[src/rtl/ula_seq_if.sv]
// Handshake bundle for ula_seq: operand/op channel in, registered result/flag channel out.
interface ula_seq_if #(
    parameter int WIDTH = 8
);
    logic [WIDTH-1:0] SrcA;
    logic [WIDTH-1:0] SrcB;
    logic [2:0]       ULAControl;
    logic             InValid;
    logic             InReady;
    logic [WIDTH-1:0] ULAResult;
    logic             Flag_z;
    logic             CarryOut;
    logic             Flag_v;
    logic             Flag_n;
    logic             OutValid;
    logic             OutReady;

    modport master (
        output SrcA, SrcB, ULAControl, InValid, OutReady,
        input  InReady, ULAResult, Flag_z, CarryOut, Flag_v, Flag_n, OutValid
    );

    modport slave (
        input  SrcA, SrcB, ULAControl, InValid, OutReady,
        output InReady, ULAResult, Flag_z, CarryOut, Flag_v, Flag_n, OutValid
    );
endinterface

[src/rtl/ula_seq.sv]
// Registered ALU with valid/ready handshakes on both sides.
// Define ULA_MUL_EN to build the multi-cycle shift-add multiply for code 111.
module ula_seq #(
    parameter  int WIDTH = 8,
    localparam int SHW   = $clog2(WIDTH)
) (
    input  logic     clk,
    input  logic     rst_n,
    ula_seq_if.slave bus
);
    localparam logic [2:0] OP_ADD = 3'b000;
    localparam logic [2:0] OP_SUB = 3'b001;
    localparam logic [2:0] OP_AND = 3'b010;
    localparam logic [2:0] OP_OR  = 3'b011;
    localparam logic [2:0] OP_XOR = 3'b100;
    localparam logic [2:0] OP_SLT = 3'b101;
    localparam logic [2:0] OP_SLL = 3'b110;

    typedef struct packed {
        logic [WIDTH-1:0] res;
        logic             c;
        logic             v;
    } alu_t;

    function automatic alu_t alu_op(input logic [WIDTH-1:0] a, input logic [WIDTH-1:0] b,
                                    input logic [2:0] op);
        logic [WIDTH:0] ext;
        alu_t           o;
        ext = '0;
        o   = '0;
        case (op)
            OP_ADD: begin
                ext   = {1'b0, a} + {1'b0, b};
                o.res = ext[WIDTH-1:0];
                o.c   = ext[WIDTH];
                o.v   = (a[WIDTH-1] == b[WIDTH-1]) && (ext[WIDTH-1] != a[WIDTH-1]);
            end
            OP_SUB: begin
                ext   = {1'b0, a} - {1'b0, b};
                o.res = ext[WIDTH-1:0];
                o.c   = ext[WIDTH];
                o.v   = (a[WIDTH-1] != b[WIDTH-1]) && (ext[WIDTH-1] != a[WIDTH-1]);
            end
            OP_AND: o.res = a & b;
            OP_OR:  o.res = a | b;
            OP_XOR: o.res = a ^ b;
            OP_SLT: o.res = {{(WIDTH-1){1'b0}}, (a < b)};
            OP_SLL: begin
                // The bit landing in position WIDTH is the last one shifted out.
                ext   = {1'b0, a} << b[SHW-1:0];
                o.res = ext[WIDTH-1:0];
                o.c   = ext[WIDTH];
            end
            default: o = '0;
        endcase
        return o;
    endfunction

    alu_t             alu_p0;
    alu_t             ld_p0;
    logic             ld_en;
    logic             in_ready;
    logic             accept;
    logic [WIDTH-1:0] res_p1;
    logic             c_p1, v_p1, z_p1, n_p1;
    logic             vld_p1;

    assign alu_p0 = alu_op(bus.SrcA, bus.SrcB, bus.ULAControl);
    assign accept = bus.InValid && in_ready;

`ifdef ULA_MUL_EN
    typedef enum logic {IDLE, MUL} state_t;

    state_t             state, state_nxt;
    logic               is_mul;
    logic               mul_done;
    logic [2*WIDTH-1:0] mcand, acc, acc_nxt;
    logic [WIDTH-1:0]   mplier;
    logic [SHW-1:0]     cnt;
    alu_t               mul_p0;

    assign is_mul = (bus.ULAControl == 3'b111);

    always_ff @(posedge clk or negedge rst_n) begin
        if (!rst_n) state <= IDLE;
        else        state <= state_nxt;
    end

    always_comb begin
        state_nxt = state;
        case (state)
            IDLE:    if (accept && is_mul) state_nxt = MUL;
            MUL:     if (mul_done) state_nxt = IDLE;
            default: state_nxt = IDLE;
        endcase
    end

    always_comb begin
        in_ready = 1'b0;
        mul_done = 1'b0;
        case (state)
            IDLE:    in_ready = rst_n && (!vld_p1 || bus.OutReady);
            MUL:     mul_done = (cnt == SHW'(WIDTH - 1));
            default: in_ready = 1'b0;
        endcase
    end

    // Shift-add step: multiplier LSB gates the shifted multiplicand into the accumulator.
    assign acc_nxt    = acc + (mplier[0] ? mcand : '0);
    assign mul_p0.res = acc_nxt[WIDTH-1:0];
    assign mul_p0.c   = |acc_nxt[2*WIDTH-1:WIDTH];
    assign mul_p0.v   = 1'b0;

    always_ff @(posedge clk) begin
        if (accept && is_mul) begin
            mcand  <= {{WIDTH{1'b0}}, bus.SrcA};
            mplier <= bus.SrcB;
            acc    <= '0;
            cnt    <= '0;
        end else if (state == MUL) begin
            mcand  <= mcand << 1;
            mplier <= mplier >> 1;
            acc    <= acc_nxt;
            cnt    <= cnt + 1'b1;
        end
    end

    assign ld_en = (accept && !is_mul) || mul_done;
    assign ld_p0 = mul_done ? mul_p0 : alu_p0;
`else
    assign in_ready = rst_n && (!vld_p1 || bus.OutReady);
    assign ld_en    = accept;
    assign ld_p0    = alu_p0;
`endif

    // Stage p1: result register, held until the consumer takes it.
    always_ff @(posedge clk or negedge rst_n) begin
        if (!rst_n) begin
            res_p1 <= '0;
            c_p1   <= 1'b0;
            v_p1   <= 1'b0;
            z_p1   <= 1'b0;
            n_p1   <= 1'b0;
            vld_p1 <= 1'b0;
        end else if (ld_en) begin
            res_p1 <= ld_p0.res;
            c_p1   <= ld_p0.c;
            v_p1   <= ld_p0.v;
            z_p1   <= ~|ld_p0.res;
            n_p1   <= ld_p0.res[WIDTH-1];
            vld_p1 <= 1'b1;
        end else if (vld_p1 && bus.OutReady) begin
            vld_p1 <= 1'b0;
        end
    end

    assign bus.InReady   = in_ready;
    assign bus.ULAResult = res_p1;
    assign bus.CarryOut  = c_p1;
    assign bus.Flag_v    = v_p1;
    assign bus.Flag_z    = z_p1;
    assign bus.Flag_n    = n_p1;
    assign bus.OutValid  = vld_p1;
endmodule
[src/flat_wrapper.sv]
// flat-port wrapper written by rule: the top's interface ports become plain ports
module ula_seq_flat 
#(
    parameter  int WIDTH = 8,
    localparam int SHW   = $clog2(WIDTH)
)
  (clk, rst_n, bus_SrcA, bus_SrcB, bus_ULAControl, bus_InValid, bus_OutReady, bus_InReady, bus_ULAResult, bus_Flag_z, bus_CarryOut, bus_Flag_v, bus_Flag_n, bus_OutValid);
  ula_seq_if #(.WIDTH(WIDTH)) bus_i ();
  input  logic clk;
  input  logic rst_n;
  input wire logic [$bits(bus_i.SrcA)-1:0] bus_SrcA;
  input wire logic [$bits(bus_i.SrcB)-1:0] bus_SrcB;
  input wire logic [$bits(bus_i.ULAControl)-1:0] bus_ULAControl;
  input wire logic [$bits(bus_i.InValid)-1:0] bus_InValid;
  input wire logic [$bits(bus_i.OutReady)-1:0] bus_OutReady;
  output wire logic [$bits(bus_i.InReady)-1:0] bus_InReady;
  output wire logic [$bits(bus_i.ULAResult)-1:0] bus_ULAResult;
  output wire logic [$bits(bus_i.Flag_z)-1:0] bus_Flag_z;
  output wire logic [$bits(bus_i.CarryOut)-1:0] bus_CarryOut;
  output wire logic [$bits(bus_i.Flag_v)-1:0] bus_Flag_v;
  output wire logic [$bits(bus_i.Flag_n)-1:0] bus_Flag_n;
  output wire logic [$bits(bus_i.OutValid)-1:0] bus_OutValid;
  assign bus_i.SrcA = bus_SrcA;
  assign bus_i.SrcB = bus_SrcB;
  assign bus_i.ULAControl = bus_ULAControl;
  assign bus_i.InValid = bus_InValid;
  assign bus_i.OutReady = bus_OutReady;
  assign bus_InReady = bus_i.InReady;
  assign bus_ULAResult = bus_i.ULAResult;
  assign bus_Flag_z = bus_i.Flag_z;
  assign bus_CarryOut = bus_i.CarryOut;
  assign bus_Flag_v = bus_i.Flag_v;
  assign bus_Flag_n = bus_i.Flag_n;
  assign bus_OutValid = bus_i.OutValid;
  ula_seq #(.WIDTH(WIDTH)) u_core (.clk(clk), .rst_n(rst_n), .bus(bus_i));
endmodule
[config.mk]
export PLATFORM = sky130hd
export DESIGN_NAME = ula_seq_flat
export DESIGN_NICKNAME = d
export VERILOG_FILES = /design/src/rtl/ula_seq_if.sv /design/src/rtl/ula_seq.sv /design/src/flat_wrapper.sv
export SDC_FILE = /design/constraint.sdc
export NUM_CORES = 1
export LEC_CHECK = 0
export CAP_MARGIN = 5
export CORE_ASPECT_RATIO = 0.6
export CORE_MARGIN = 1
export CORE_UTILIZATION = 50
export CTS_CLUSTER_DIAMETER = 100
export DETAILED_ROUTE_END_ITERATION = 12
export HOLD_SLACK_MARGIN = 0.02
export PLACE_DENSITY = 0.77
export REMOVE_ABC_BUFFERS = 1
export SLEW_MARGIN = 20
export SYNTH_ARGS = -nofsm -noshare
export SYNTH_HDL_FRONTEND = slang
export SYNTH_SLANG_ARGS = --single-unit
[constraint.sdc]
create_clock -name clk -period 2.1 [get_ports clk]
set_input_delay 0.42 -clock clk [delete_from_list [all_inputs] [get_ports clk]]
set_output_delay 0.42 -clock clk [all_outputs]
set_load 0.02 [all_outputs]
==> impl_metrics.json, run 1 <==
{
  "ios": 37,
  "synthCells": 254,
  "cts_root_buf": "clkbuf_8",
  "initial_core_util_pct": 53.0,
  "synth_ff_type": "dfrtp_1",
  "yosysTopAreaCell": "ha_1",
  "stop_stage": "global routing",
  "worst_endpoint": "u_core.bus.Flag_z$_DFFE_PN0P_/D",
  "yosys.area_share.adder_pct": 18.5,
  "yosys-top-cells-area": "ha_1 (16%), dfrtp_1 (15%), inv_1 (4.9%)",
  "synth_edf_count": 0,
  "worst-ep-kind": "register data pin",
  "cts_buffers": 3,
  "row_count": 17,
  "cts.path.max_buffers": 2,
  "dp_hpwl_mm": 5.66,
  "syn_area_um2": 1970,
  "synth.distinct_cells": 59,
  "grt_max_degree": 15,
  "status": "aborted with a tool error",
  "ys_warn_count": 0,
  "htree_num_levels": 1,
  "synth_xor_xnor_area_share_pct": 2.66,
  "synth_top_area_share_pct": 16.5,
  "async_flop_share_pct": 100,
  "yosysSeqAreaShare_pct": 15.2,
  "hold_buffers": 0,
  "fp.dieW_um": 83.1,
  "portBuffers": 36,
  "ys_seq_elements": 12,
  "gp_congestion": 1.05,
  "muxShareOfSynthArea_pct": 5.45,
  "dp_cells": 411,
  "yosys.area_share.simple_pct": 19.8,
  "synth_top_family_by_area": "compound AO/OA/AOI/OAI gates",
  "synth_compound_area_share_pct": 28.6,
  "synth.avg_cell_area_um2": 7.77,
  "die_h_um": 50.7,
  "firstError": "[ERROR DPL-0038] Utilization greater than 100%, impossible to legalize",
  "cts_sinks": 12
}
cells by family after synthesis:
| group | Yosys count |
|---|---|
| fa+ha+maj | 28 |
| compound gates | 80 |
| simple gates | 75 |
| mux | 9 |
| flops | 12 |
| xor+xnor | 6 |
| buf+inv | 44 |
timing repair:
action | CTS
setup buffers | 14
endpoints found under the setup margin | 12
gates resized for setup | 143
pin swaps | 44
gates cloned | 0
stage by stage:
stage / setup slack (ns) / instance area [um^2] / setup TNS (ns)
after global placement: -0.982 / 2990 / -7.92
after floorplan: -0.288 / 1880 / -0.617
after detailed placement: -1.02 / 2990 / -8.49
after CTS: -0.157 / 3550 / -0.237
synthesized netlist by cell type, types with 5 or more instances:
| library cell | number |
|---|---|
| a22oi_1 | 5 |
| nor2_1 | 17 |
| o21ai_0 | 15 |
| mux2i_1 | 7 |
| ha_1 | 26 |
| nor2b_1 | 5 |
| o211ai_1 | 7 |
| inv_1 | 26 |
| dfrtp_1 | 12 |
| nor3_1 | 6 |
| nand2_1 | 24 |
| buf_2 | 9 |
| a21oi_1 | 16 |
| xnor2_1 | 5 |
==> inputs of run 2 (changes only) <==
--- a/config.mk
+++ b/config.mk
@@ -6,13 +6,10 @@
 export NUM_CORES = 1
 export LEC_CHECK = 0
 export CAP_MARGIN = 5
-export CORE_ASPECT_RATIO = 0.6
 export CORE_MARGIN = 1
-export CORE_UTILIZATION = 50
-export CTS_CLUSTER_DIAMETER = 100
+export CORE_UTILIZATION = 35
 export DETAILED_ROUTE_END_ITERATION = 12
-export HOLD_SLACK_MARGIN = 0.02
-export PLACE_DENSITY = 0.77
+export PLACE_DENSITY_LB_ADDON = 0.15
 export REMOVE_ABC_BUFFERS = 1
 export SLEW_MARGIN = 20
 export SYNTH_ARGS = -nofsm -noshare
==> run 2 against run 1 <==
Effect of this change: synthesized cell count is the same; the flow now finishes, with violations (setup timing); synthesized area did not move.
==> impl_metrics.json, run 2 <==
{
  "setup_viol": 4,
  "place_area_um2": 3010,
  "synth_common_cells": "ha_1 (26), inv_1 (26), nand2_1 (24)",
  "async_flop_share_pct": 100,
  "fin_nets": 444,
  "ir_drop_v": 0.000284,
  "fillers": 426,
  "final_cell_mix": "buf_4 (99), nand2_1 (21), clkdlybuf4s50_1 (18)",
  "initial_core_util_pct": 37.5,
  "final_common_cell": "buf_4",
  "drc": 0,
  "grt.total_usage_pct": 25.0,
  "dp_hpwl_mm": 5.30,
  "path_max_fanout": 3,
  "yosysTopAreaCell": "ha_1",
  "start_kind": "input port",
  "grt_overflow": 0,
  "cp.required_ns": 2.23,
  "grt_first_pass_wirelength_mm": 11.9,
  "seq_area_um2": 300,
  "gp_congestion": 0.904,
  "clk_pin_slew_ns": 0.05,
  "power.switching_mw": 0.583,
  "preCtsSetupSlack_ns": -0.955,
  "cpPeakStageDelay_ns": 0.36,
  "cp-startpoint": "bus_SrcA[0]",
  "dp_cells": 434,
  "r2r_cells": 7,
  "fin_crit_sh_pct": 109,
  "die-area_um2": 5950,
  "p_leak_nw": 1.68,
  "violations": "setup timing",
  "hold_class": "flop to flop",
  "syn_to_final_growth_pct": 84.3,
  "ys_warn_count": 0,
  "cts.path.max_buffers": 2,
  "cts_sinks": 12,
  "cp_cell_sequence": "buf_8 -> inv_4 -> ha_4 -> inv_2 -> fa_2 -> nor2b_4 -> o311ai_4 -> nand4_1 -> a211oi_2 -> nor2_2 -> o211a_1 -> a32o_1",
  "worst_setup_path_end_kind": "flop",
  "status": "finished with violations",
  "worst_pin_slew_ns": 0.424,
  "cts_buffers": 3,
  "drtIter0Drc": 213,
  "insertion_delay_ns": 0.25,
  "synthCells": 254,
  "max_slew_margin_pct": 71.6,
  "synth_top_area_share_pct": 16.5,
  "grt_max_degree": 15,
  "cp-endpoint": "u_core.bus.Flag_z",
  "avgViaCountPerCell": 5.50,
  "ant_nets": 0,
  "synth_ff_type": "dfrtp_1",
  "portBuffers": 36,
  "drt_pass1_iterations": 5,
  "power.density_nw_per_um2": 423,
  "period_needed_ns": 2.30,
  "ys_seq_elements": 12,
  "synth.distinct_cells": 59,
  "layoutNonFillerInstCount": 462,
  "cts_tree": "built",
  "die_h_um": 77.1,
  "grt_setup_unrepaired": "true",
  "ios": 37,
  "setup_tns_ns": -0.303,
  "htree_num_levels": 1,
  "largest_reg_flops": 7,
  "routed-via-count": 2541,
  "syn_area_um2": 1970,
  "critPathKind": "input port to flop",
  "drv_slew": 0,
  "r2r_slack_ns": 0.33,
  "grt_pass1_vias": 2581,
  "row_count": 26,
  "synth_edf_count": 0,
  "power_frac_comb_pct": 64.7,
  "diodes": 0,
  "p_clk_share_pct": 16.4,
  "wl_per_cell_um": 16.9,
  "finalHoldViolCount": 0,
  "final_design_area_no_fill_um2": 3640,
  "drive_above_1_share_pct": 50.8,
  "yosys-top-cells-area": "ha_1 (16%), dfrtp_1 (15%), inv_1 (4.9%)",
  "skew_ns": 0.00396,
  "core-area_um2": 5270,
  "p_int_mw": 0.956,
  "synth.avg_cell_area_um2": 7.77,
  "wl_mm": 7.79,
  "antenna_found_initial": 0,
  "multi_input_area_um2": 1840,
  "r2r-start": "u_core.bus.OutValid",
  "switching_share_pct": 37.9,
  "p_seq_share_pct": 18.9,
  "fp.dieW_um": 77.1,
  "yosysSeqAreaShare_pct": 15.2,
  "cts_root_buf": "clkbuf_8",
  "cp_slowest_cell": "fa_2",
  "cap_violations": 0,
  "reg2reg_to": "u_core.bus.Flag_z",
  "total_power_mw": 1.54,
  "max_freq_mhz": 435,
  "critPathArrivalTime_ns": 2.43,
  "fin_ws_ns": -0.199
}
run 2: cell counts after synthesis:
Identical to the previous run, type by type.
run 2: how the worst min path moves through the flow:
stage,from,to,cells after the start
after floorplan,rst_n,u_core.bus.CarryOut,0
after global placement,u_core.bus.ULAResult[1],u_core.bus.ULAResult[1],2
after detailed placement,u_core.bus.ULAResult[0],u_core.bus.ULAResult[0],2
after CTS,u_core.bus.ULAResult[0],u_core.bus.ULAResult[0],2
after global routing,u_core.bus.ULAResult[0],u_core.bus.ULAResult[0],2
final,u_core.bus.ULAResult[3],u_core.bus.ULAResult[3],2
run 2: power groups by stage:
stage	combinational [mW]	sequential (mW)	clock, mW
after floorplan	0.295	0.350	0
after global placement	0.760	0.294	0
after detailed placement	0.763	0.296	0
after CTS	0.908	0.292	0.253
after global routing	1.06	0.298	0.267
final	0.995	0.291	0.253
run 2: per-layer routing:
metal | vias to the layer above | track usage (%) | part of all wire, %
met2 | 134 | 45.5 | 50
met5 | - | 0 | 0
li1 | 1187 | - | -
met3 | 35 | 2.50 | 6.6
met1 | 1185 | 29.3 | 39
met4 | 0 | 10.9 | 4.0
run 2: area by class of cell:
type / instances / share of cell area, %
sequential: 12 / 8.25
inverter: 27 / 2.92
multi-input combinational: 198 / 50.5
tap: 70 / 2.41
clock buffer: 4 / 1.51
timing repair buffer: 151 / 34.4
run 2: cells by family after synthesis:
group                      Yosys count  share of synthesized area, %
AOI/OAI and AO/OA                   80                          28.6
xor gates and xnor gates             6                          2.66
adders and majority gates           28                          18.5
buffers and inverters               44                          9.76
DFF                                 12                          15.2
muxes                                9                          5.45
and+or+nand+nor                     75                          19.8
run 2: what timing repair did:
action / in CTS / in global routing
pin swaps: 40 / 41
hold buffers: 0 / 0
gates resized for setup: 115 / 43
endpoints found under the setup margin: 12 / 11
setup buffers: 14 / 10
run 2: stage by stage:
stage / hold WS [ns] / utilization, %
4_1_cts: 0.480 / 66.3
3_5_place_dp: 0.467 / 57.2
3_3_place_gp: 0.462 / 57.2
6_report: 0.482 / 69.1
5_1_grt: 0.529 / 69.1
2_1_floorplan: 0.124 / -
run 2: worst max-delay path: cells and delay by family:
family	cells	cell delay [ns]
fa+ha+maj	2	0.49
buf+inv	3	0.18
compound gates	4	0.91
simple gates	3	0.44
No activity file was read; power rests on OpenSTA's default activity.
